[src/rtl/logic_gates.sv]
// Bitwise two-input gate bank with zero-latency outputs and a one-cycle
// registered snapshot of all eight results plus a sample-valid flag.
module logic_gates #(
  parameter int unsigned WIDTH = 1
) (
  input  logic                 clk,
  input  logic                 rst,
  input  logic [WIDTH-1:0]     a,
  input  logic [WIDTH-1:0]     b,
  output logic [WIDTH-1:0]     and_g,
  output logic [WIDTH-1:0]     or_g,
  output logic [WIDTH-1:0]     not_g,
  output logic [WIDTH-1:0]     buf_g,
  output logic [WIDTH-1:0]     nand_g,
  output logic [WIDTH-1:0]     nor_g,
  output logic [WIDTH-1:0]     xor_g,
  output logic [WIDTH-1:0]     xnor_g,
  output logic [8*WIDTH-1:0]   gates_q,
  output logic                 q_valid
);

  localparam int unsigned NUM_GATES = 8;
  localparam int unsigned GATES_W   = NUM_GATES * WIDTH;

  logic [GATES_W-1:0] gates_d;
  logic               q_valid_d;
  logic               q_valid_q;

  // Gate bank; each lane uses only its own a/b bits.
  always_comb begin
    and_g  = a & b;
    or_g   = a | b;
    not_g  = ~a;
    buf_g  = a;
    nand_g = ~(a & b);
    nor_g  = ~(a | b);
    xor_g  = a ^ b;
    xnor_g = ~(a ^ b);
  end

  // Snapshot packing: slice k at [k*WIDTH +: WIDTH], and in slice 0 up to xnor in slice 7.
  always_comb begin
    gates_d   = {xnor_g, xor_g, nor_g, nand_g, buf_g, not_g, or_g, and_g};
    q_valid_d = 1'b1;
  end

  always_ff @(posedge clk) begin
    if (rst) begin
      gates_q   <= '0;
      q_valid_q <= 1'b0;
    end else begin
      gates_q   <= gates_d;
      q_valid_q <= q_valid_d;
    end
  end

  assign q_valid = q_valid_q;

endmodule

[config.mk]
export PLATFORM = sky130hd
export DESIGN_NAME = logic_gates
export DESIGN_NICKNAME = d
export VERILOG_FILES = /design/src/rtl/logic_gates.sv
export SDC_FILE = /design/constraint.sdc
export NUM_CORES = 1
export LEC_CHECK = 0
export ABC_AREA = 0
export BUFFER_PORTS_ARGS = -buffer_cell sky130_fd_sc_hd__buf_4
export CAP_MARGIN = 20
export CORE_AREA = 10 10 47 49
export DETAILED_ROUTE_END_ITERATION = 6
export DIE_AREA = 0 0 57 59
export MAX_ROUTING_LAYER = met4
export REMOVE_ABC_BUFFERS = 1
export SLEW_MARGIN = 0
export SYNTH_ARGS = -nofsm -noshare
export SYNTH_HDL_FRONTEND = slang
export SYNTH_SLANG_ARGS = --single-unit
export TNS_END_PERCENT = 30
[constraint.sdc]
create_clock -name clk -period 1.2 [get_ports clk]
set_input_delay 0.24 -clock clk [delete_from_list [all_inputs] [get_ports clk]]
set_output_delay 0.24 -clock clk [all_outputs]
set_load 0.05 [all_outputs]
* Word-level counts from Yosys, hierarchy flattened
Cells that the tools add are included.
** Storage, ports and cells
- Bits of input ports :: 4
- Output and inout port bits :: 17
- Word-level logic and storage cells :: 10
- Register bits after elaboration :: 9
** Cells by class
- Bitwise logic cells :: 7
- Muxes and demuxes :: 1
** Operators by type and width (number)
- NOT 1 bit :: 4
- bitwise AND 1 bit :: 1
- 2-to-1 mux 1 bit :: 1
- bitwise OR 1 bit :: 1
- XOR 1 bit :: 1

* Longest topological paths before layout
- Word-level depth :: 2
- Gate-level depth with buffers :: 3
- Mapped depth without buffers :: 3

* Worst setup path after synthesis
No wires, ideal clock.
- Kind :: input port to output port
- Start :: input a
- End :: output xnor_g
- Stages on the path :: 3
- Data required time :: 960 ps
- Arrival :: 1491 ps
- Path slack :: -531 ps
- Buffers on the path :: 0
- Cell sequence :: inv_1 ha_1 inv_1
** On the way
- Cells in the longest elaborated chain, start to end :: 2
** Ends and longest elaborated chain
- from (decl) :: RTL line 8 : input logic [WIDTH-1:0] a,
- XOR 1 bit
- net xor_g :: RTL line 16 : output logic [WIDTH-1:0] xor_g,
- NOT 1 bit :: RTL line 38 : xnor_g = ~(a ^ b);
- to (decl) :: RTL line 17 : output logic [WIDTH-1:0] xnor_g,
The timed path passes the listed nets, and every way through them passes these cells.

* Final worst setup path
- Start :: input a
- End :: output nand_g
** On the way
- Cells in the longest elaborated chain, start to end :: 2
** Ends and longest elaborated chain
- bitwise AND 1 bit :: RTL line 35 : nand_g = ~(a & b);
- NOT 1 bit :: RTL line 35
- to (decl) :: RTL line 14 : output logic [WIDTH-1:0] nand_g,
No other way between the ends.

==> impl_metrics.yaml <==
run_status:
  status: "finished clean"
cts:
  htreeDepth: 1
  clock_sinks: 9
  ctsRootBufferMaster: "clkbuf_4"
  path_clk_slew_ns: 0.06
  ctsLongestPathBuffers: 2
  cts_setup_buffers: 0
  cts_made_buffers: 3
  cts_tree: "done"
min_path:
  hold_class: "input port to flop"
synthesis:
  synth_compound_area_frac: 0
  synth-xor-area-share: 0
  yosys.area_share.simple: 0.156
  ys_warn_count: 0
  synth_top_area_share: 0.560
  synth-seq-cells: 9
  ys_types: 7
  syn_area_per_cell_sq_um: 11.1
  synth_top_area_cell: "dfxtp_1"
  synth-seq-area-share: 0.560
  ys_top_cells_by_area: "dfxtp_1, ha_1, nor2b_2"
  muxShareOfSynthArea: 0
  synthAdderAreaFrac: 0.156
  synth_top_family_by_area: "adder cells"
  syn_inst: 29
  synthesis.area_sq_um: 322
detailed_routing:
  firstDrtPassIters: 2
  routed_via_density: 3.74
  drtIter0Drc: 1
  vias: 262
  postRouteAntennaNets: 0
  routed_wl_um: 791
  wl_per_cell_um: 11.3
  drc: 0
power_and_ir_drop:
  power_uw: 795
  leakagePower_uw: 0.000283
  powerDensity_mw_per_mm2: 1470
  peakVddDrop_uv: 517
cells_and_area:
  final_nets: 63
  diodes: 0
  mostFrequentLayoutCell: "buf_4"
  fin_util: 0.387
  syn2layout_area_growth_pct: 68.5
  drive_gt1_frac: 0.593
  final_cell_mix: "buf_4, dfxtp_1, inv_1, nor2b_2, nor2_1"
worst_setup_path:
  cp_slowest_cell: "ha_1"
  max_stage_delay_ns: 0.20
  required_ns: 0.96
  endpoint_kind: "output port"
  crit_buf_inv: 4
  crit_fanout: 5
  worstSetupPathType: "input port to output port"
  cp-start-kind: "input port"
  worstPathArrival_ns: 0.94
  cpMostUsedCell: "buf_4"
  crit_chain: "buf_4 > buf_4 > ha_1 > inv_1 > buf_4"
  crit_family: "buffers and inverters"
global_route:
  grt_pass1_wl_um: 1290
  grt_overflow: 0
  antenna_found_initial: 0
  grt_pass1_vias: 293
  grt_max_degree: 10
  grt_usage: 0.0550
die:
  ios: 21
  initial_core_util: 0.229
  die_x_um: 57
  die_h_um: 59
  die_area_sq_mm: 0.00336
  rows: 14
  core_sq_mm: 0.00140
place:
  dp_hpwl_um: 648
  gp_congestion: 0.639
  portBuffers: 20
sta:
  finalHoldViolations: 0
  worst_pin_slew_ns: 0.150
  finalCritPeriodShare: 0.981
  period_minus_slack_ns: 1.18
  setup_viol: 0
  drv_slew: 0
  max_freq_mhz: 850
  slew-limit-headroom: 0.901
  setup-tns-final_ns: 0
  rsz0062_at_grt: "yes"
flow_run:
  drv_cap: 0
layout make-up:
type                    count  area, sq um
clock buffers               4         26.3
fillers                   152          860
inverters                   6         22.5
multi-input cells          12          113
flip-flops and latches      9          180
well taps                  16         20.0
repair buffers             23          180
metrics by stage:
stage	std cells	cell area, sq um	setup slack (ns)	hold WS [ns]
final	70	542	0.0229	0.216
after global routing	70	542	-0.00361	0.207
after CTS	70	526	0.0155	0.211
after detailed placement	66	495	-0.00203	0.481
after global placement	66	495	0.0213	0.479
after floorplan	27	303	-0.531	0.297
worst paths after layout:
check             start  endpoint  depth (start not counted)
setup / recovery      a    nand_g                          5
hold / removal      rst   q_valid                          2
power by group:
part           switching (uW)  internal (uW)  total, uW
Sequential               4.15            317        321
Clock                     101            128        229
Combinational             167           77.5        245
Total                     273            522        795
flip-flops by register name (all words and copies together), names as in the netlist:
signal   cells
gates_q      8
q_valid      1
synthesized netlist by cell type (all sizes together):
cell type	instances
nor2b	4
nor2	4
dfxtp	9
buf	2
ha	4
inv	6
repair_timing:
action,4_1_cts,5_1_grt
hold endpoints to repair,0,0
resized for setup,1,3
hold buffers,0,0
setup endpoints to repair,1,1
kinds of logic after synthesis:
| group | after synthesis |
|---|---|
| fa+ha+maj | 4 |
| simple gates | 8 |
| buf+inv | 8 |
| flops | 9 |
per-layer routing:
layer / vias to the layer above / global-route usage / routed length [um]
met5: - / - / 0
met4: 0 / 0.0604 / 28
met3: 4 / 0.0343 / 98
met2: 15 / 0.0775 / 357
met1: 112 / 0.0472 / 306
li1: 131 / - / -
(Power assumes the default switching activity.)
